File: src/rtl/fe_period_meter.sv
// rtl/fe_period_meter.sv - clocks between consecutive sample strobes
module fe_period_meter #(
  parameter int CNT_W = 16
) (
  input  logic             clk,
  input  logic             reset,
  input  logic             strobe,
  output logic [CNT_W-1:0] period_clks
);

  logic [CNT_W-1:0] gap_cnt;
  logic             seen;

  // gap_cnt counts clocks since the last strobe, so the interval is gap_cnt + 1
  always_ff @(posedge clk) begin
    if (reset) begin
      gap_cnt     <= '0;
      seen        <= 1'b0;
      period_clks <= '0;
    end else if (strobe) begin
      gap_cnt <= '0;
      seen    <= 1'b1;
      if (seen) begin
        period_clks <= (gap_cnt == '1) ? gap_cnt : gap_cnt + 1'b1;
      end
    end else if (gap_cnt != '1) begin
      gap_cnt <= gap_cnt + 1'b1;
    end
  end

endmodule

File: config.mk
export PLATFORM = sky130hd
export DESIGN_NAME = fe_period_meter
export DESIGN_NICKNAME = d
export VERILOG_FILES = /design/src/rtl/fe_period_meter.sv
export SDC_FILE = /design/constraint.sdc
export NUM_CORES = 1
export LEC_CHECK = 0
export BUFFER_PORTS_ARGS = -buffer_cell sky130_fd_sc_hd__buf_2
export CORE_AREA = 2 2 88 48
export CTS_CLUSTER_SIZE = 25
export DETAILED_ROUTE_END_ITERATION = 8
export DIE_AREA = 0 0 90 50
export SYNTH_ARGS = -nofsm -noshare
export SYNTH_HDL_FRONTEND = slang
export SYNTH_SLANG_ARGS = --single-unit
File: constraint.sdc
create_clock -name clk -period 3.9 [get_ports clk]
set_input_delay 0 -clock clk [delete_from_list [all_inputs] [get_ports clk]]
set_output_delay 0 -clock clk [all_outputs]
set_load 0.005 [all_outputs]
==> impl_metrics.csv, run 1 <==
group,metric,value,unit
drt,dr.pass1.iters,5,
grt,grt_pass1_vias,1400,
place,routabilityCongestion,0.823,
clock_network,cts_tree,"built",
grt,grt_use_total,0.198,
outcome,status,"finished, final reports clean",
grt,antenna_found_initial,0,
power_and_ir_drop,finalPower,0.677,mW
logic_synthesis,ys_ff_latch,33,
clock_network,cts_made_buffers,5,
sta,setup_viol,0,
layout,final_cell_mix,"dfxtp_1 (33), nand2_1 (19), buf_2 (18)",
sta,max_freq,0.459,GHz
drt,post-route-drc-count,0,
flow_run,cap_violations,0,
min_path,min_path_cells,2,
grt,gr-total-overflow,0,
sta,worstMarginPinSlew,0.828,ns
worst_setup_path,critPathKind,"flip-flop to flip-flop",
sta,timing.hold.ws,0.0737,ns
die,die_w,90,microns
grt,grt_max_degree,24,
layout,finalNonFillerCells,263,
logic_synthesis,yosys_warnings,0,
place,dp.cells,254,
layout,antennaDiodeCount,0,
layout,final_area,1820,sq um
clock_network,post_cts_buffers,0,
die,core,3720,sq um
die,die_area,4500,sq um
power_and_ir_drop,p_per_area,372,nW/um^2
clock_network,clk_pin_slew,0.07,ns
sta,relSlewSlack,0.448,
worst_setup_path,reg2reg_depth,6,
worst_setup_path,cp_max_fo,11,
sta,finClkSkew,0.00318,ns
place,numPortBuffers,18,
logic_synthesis,ys.flop_type,"dfxtp_1",
sta,fin_crit_sh,0.559,
layout,nNetsFinal,212,
grt,grt_pass1_wl,6830,microns
worst_setup_path,crit_path_end_kind,"flip-flop",
clock_network,clk_latency,0.29,ns
drt,ant_nets,0,
clock_network,clockBufferDepth,2,
sta,rsz0062_at_grt,"false",
logic_synthesis,syn_nets,199,
clock_network,cts.sinks,33,
logic_synthesis,synth_edf_count,0,
layout,drive_above_1_share,0.153,
drt,vias_per_cell,5.91,
clock_network,hold_buffers,1,
clock_network,htreeDepth,2,
layout,final_common_cell,"dfxtp_1",
logic_synthesis,ys_seq_area_frac,0.407,
worst_setup_path,worstSetupStartpointType,"flip-flop",
layout,fillers,384,
clock_network,cts_root_buffer,"clkbuf_8",
clock_network,cts_resized,0,
sta,fin_setup_tns,0,ns
drt,post_drt_wl_per_cell,15.7,microns
die,std_cell_rows,16,
die,io_pins,19,
sta,report.final.hold_viol_count,0,
drt,drt_iter0_markers,121,
logic_synthesis,syn-cell-area,1620,sq um
sta,min_period,2.18,ns
sta,slew_viol_final,0,
worst_setup_path,worst_ep_required_time,4.08,ns
logic_synthesis,ys_types,43,
layout,area_growth,11.9,%
logic_synthesis,netlist_instances,195,
worst_setup_path,arrival,2.36,ns
logic_synthesis,synthArstFlopShare,0,
place,dp_hpwl,2860,microns
die,die_h,50,microns
min_path,hold_class,"input pin to flip-flop",
drt,wl,4130,microns
die,start_util,0.436,
logic_synthesis,syn_avg_cell_area,8.33,sq um
power_and_ir_drop,ir_worst_vdd,0.148,mV
place,dpl-instance-area,1710,sq um
power_and_ir_drop,leakage,0.663,nW
drt,vias,1555,
## cells by family after synthesis
kind of cell | Yosys count | share of synthesized area
AND/OR/NAND/NOR | 85 | 0.274
flip-flops | 33 | 0.407
buffers and inverters | 18 | 0.0601
adder cells (fa/ha/maj) | 1 | 0.00770
multiplexers | 3 | 0.0185
AO/OA/AOI/OAI | 55 | 0.233
## worst paths after layout
kind / from / endpoint / slack, ns
max: gap_cnt[0] / period_clks[0] / 1.72
min: reset / seen / 0.07
max reg2reg: gap_cnt[0] / period_clks[0] / 1.72
min reg2reg: period_clks[9] / period_clks[9] / 0.46
## per-layer routing
| layer | part of all wire | track usage | vias to the layer above | wire length (microns) |
|---|---|---|---|---|
| li1 | - | - | 762 | - |
| met1 | 0.52 | 0.278 | 726 | 2150 |
| met2 | 0.39 | 0.281 | 63 | 1590 |
| met3 | 0.080 | 0.0489 | 4 | 330 |
| met4 | 0.012 | 0.103 | 0 | 51 |
| met5 | 0 | 0 | - | 0 |
## stage by stage
step	utilization	setup WS [ns]
global route	0.488	1.56
detailed placement	0.458	1.77
finish	0.488	1.72
global placement	0.458	1.89
CTS	0.488	1.76
floorplan	-	2.09
## synth_stat cells (3+ instances only)
| master | n | area (sq um) |
|---|---|---|
| o211ai_1 | 4 | 30.0 |
| mux2i_1 | 3 | 30.0 |
| o21ai_0 | 15 | 75.1 |
| dfxtp_1 | 33 | 661 |
| nand2_1 | 19 | 71.3 |
| a21oi_1 | 8 | 40.0 |
| nand4_1 | 5 | 31.3 |
| a41oi_1 | 3 | 26.3 |
| nor2_1 | 16 | 60.1 |
| nor3_1 | 10 | 50.1 |
| inv_1 | 4 | 15.0 |
| or3_1 | 7 | 43.8 |
| clkbuf_1 | 5 | 18.8 |
| a31oi_1 | 5 | 31.3 |
| nand3_1 | 12 | 60.1 |
| o31ai_1 | 3 | 22.5 |
| buf_2 | 4 | 20.0 |
## final cells by class
class                   count  area (sq um)  share of cell area
inverters                   4          15.0             0.00826
flip-flops and latches     33           661               0.363
clock inverters             1          5.00             0.00275
well taps                  54          67.6              0.0372
clock buffers               7          96.3              0.0530
repair buffers             20           108              0.0592
multi-input cells         144           866               0.476
## worst max-delay path: stages (launching register included)
cell and delay, ns:
dfxtp_1 0.42, ha_1 0.36, nand4_1 0.33, nor3_1 0.23, buf_4 0.21, nand2_1 0.14
o311ai_0 0.37
## report_power, final
part           switching, mW  total [mW]  internal (mW)
Combinational         0.0256      0.0407         0.0151
Sequential           0.00472       0.350          0.345
Clock                  0.126       0.286          0.159
Total                  0.157       0.677          0.520
## registers in the layout, indices dropped and copies added (netlist names)
signal       flops
period_clks     16
gap_cnt         16
seen             1
Power figures use the tool's default switching activity.
==> run 2: changes to the inputs <==
- clock period: 3.9 -> 2.2 ns (I/O delays scaled with it)
==> impl_metrics.csv, run 2 (synthesis results as in run 1) <==
group,metric,value,unit
outcome,status,"finished, final reports clean",
sta,setup_viol,0,
die,start_util,0.436,
power_and_ir_drop,finalPower,1.16,mW
power_and_ir_drop,ir_worst_vdd,0.243,mV
clock_network,cts.sinks,33,
worst_setup_path,arrival,2.16,ns
die,core,3720,sq um
worst_setup_path,slowest_delay,0.65,ns
layout,drive_above_1_share,0.177,
layout,nNetsFinal,219,
flow_run,cap_violations,0,
grt,antenna_found_initial,0,
place,pre_cts_ws,0.250,ns
worst_setup_path,cpMaxStageDelayCell,"or4_1",
clock_network,clk_pin_slew,0.07,ns
sta,fin_crit_sh,0.903,
drt,drt_iter0_markers,180,
sta,fin_setup_tns,0,ns
worst_setup_path,cp_max_fo,10,
drt,wl,4710,microns
grt,grt_pass1_wl,7760,microns
worst_setup_path,crit_path_end_kind,"flip-flop",
drt,post-route-drc-count,0,
sta,min_period,1.99,ns
sta,timing.hold.ws,0.0283,ns
grt,use_met3,0.0902,
worst_setup_path,worstSetupStartpointType,"flip-flop",
clock_network,cts_made_buffers,5,
layout,reg_top3,"gap_cnt (16), period_clks (16), seen (1)",
grt,gr-total-overflow,0,
sta,rsz0062_at_grt,"false",
drt,dr.pass1.iters,5,
clock_network,post_cts_buffers,0,
die,io_pins,19,
sta,finClkSkew,0.00597,ns
power_and_ir_drop,leakage,0.690,nW
die,std_cell_rows,16,
clock_network,clockBufferDepth,2,
grt,use_met1,0.308,
clock_network,clk_latency,0.29,ns
worst_setup_path,worst_ep_required_time,2.37,ns
die,die_h,50,microns
drt,ant_nets,0,
min_path,hold_class,"input pin to flip-flop",
sta,slew_viol_final,0,
clock_network,cts_root_buffer,"clkbuf_8",
die,die_area,4500,sq um
drt,post_drt_wl_per_cell,17.5,microns
clock_network,hold_buffers,0,
drt,vias_per_cell,6.06,
sta,relSlewSlack,0.539,
sta,setup_ws,0.214,ns
clock_network,cts_resized,0,
layout,final_util,0.498,
die,die_w,90,microns
layout,area_growth,14.1,%
grt,busiest_layer,"met2",
grt,grt_use_total,0.224,
place,dp_hpwl,3370,microns
clock_network,cts_tree,"built",
place,routabilityCongestion,0.922,
sta,report.final.hold_viol_count,0,
worst_setup_path,critPathKind,"flip-flop to flip-flop",
layout,final_common_cell,"dfxtp_1",
grt,grtUsageMet2,0.310,
sta,worstMarginPinSlew,0.689,ns
sta,max_freq,0.504,GHz
grt,grt_max_degree,16,
worst_setup_path,crit_chain,"nand4_4 -> or4_1 -> or3_1 -> o311a_1",
grt,grt_pass1_vias,1572,
layout,final_cell_mix,"dfxtp_1 (33), nand2_1 (19), buf_2 (18)",
layout,antennaDiodeCount,0,
place,numPortBuffers,18,
power_and_ir_drop,p_per_area,628,nW/um^2
drt,vias,1631,
clock_network,htreeDepth,2,
-- run 2: cell count changes in the layout (fill, tap and decap cells not counted), sizes merged --
| cell | delta |
|---|---|
| dlygate4sd3 | -1 |
| buf | +8 |
| clkinv | -1 |
-- run 2: final timing paths --
path / end / cells past startpoint / slack (ns) / from
max: period_clks[15] / 4 / 0.21 / gap_cnt[5]
max reg2reg: period_clks[15] / 4 / 0.21 / gap_cnt[5]
min: seen / 3 / 0.03 / strobe
min reg2reg: period_clks[4] / 2 / 0.47 / period_clks[4]
-- run 2: stage by stage --
| step | std cells | cell area (sq um) |
|---|---|---|
| 2_1_floorplan | 195 | 1620 |
| 3_3_place_gp | 262 | 1770 |
| 3_5_place_dp | 262 | 1770 |
| 4_1_cts | 269 | 1850 |
| 5_1_grt | 269 | 1850 |
| 6_report | 269 | 1850 |
-- run 2: area by class of cell --
type	instances	area (sq um)
clock buffers	7	86.3
inverters	4	15.0
well taps	54	67.6
fillers	365	1870
repair buffers	27	158
flip-flops and latches	33	661
multi-input cells	144	866
-- run 2: critical path, delay by kind of cell (launching register included) --
kind	cells	cell delay, ns
AO/OA/AOI/OAI	1	0.12
flip-flops	1	0.52
AND/OR/NAND/NOR	3	1.23
-- run 2: power by group --
group	internal (mW)	switching (mW)
combinational	0.0294	0.0487
sequential	0.612	0.00915
clock	0.248	0.215
-- run 2: per-layer routing --
metal  wire [microns]  up-vias  part of all wire
met3              571        9              0.12
li1                 -      780                 -
met5                0        -                 0
met1             2190      762              0.46
met2             1870       80              0.40
met4               72        0             0.015
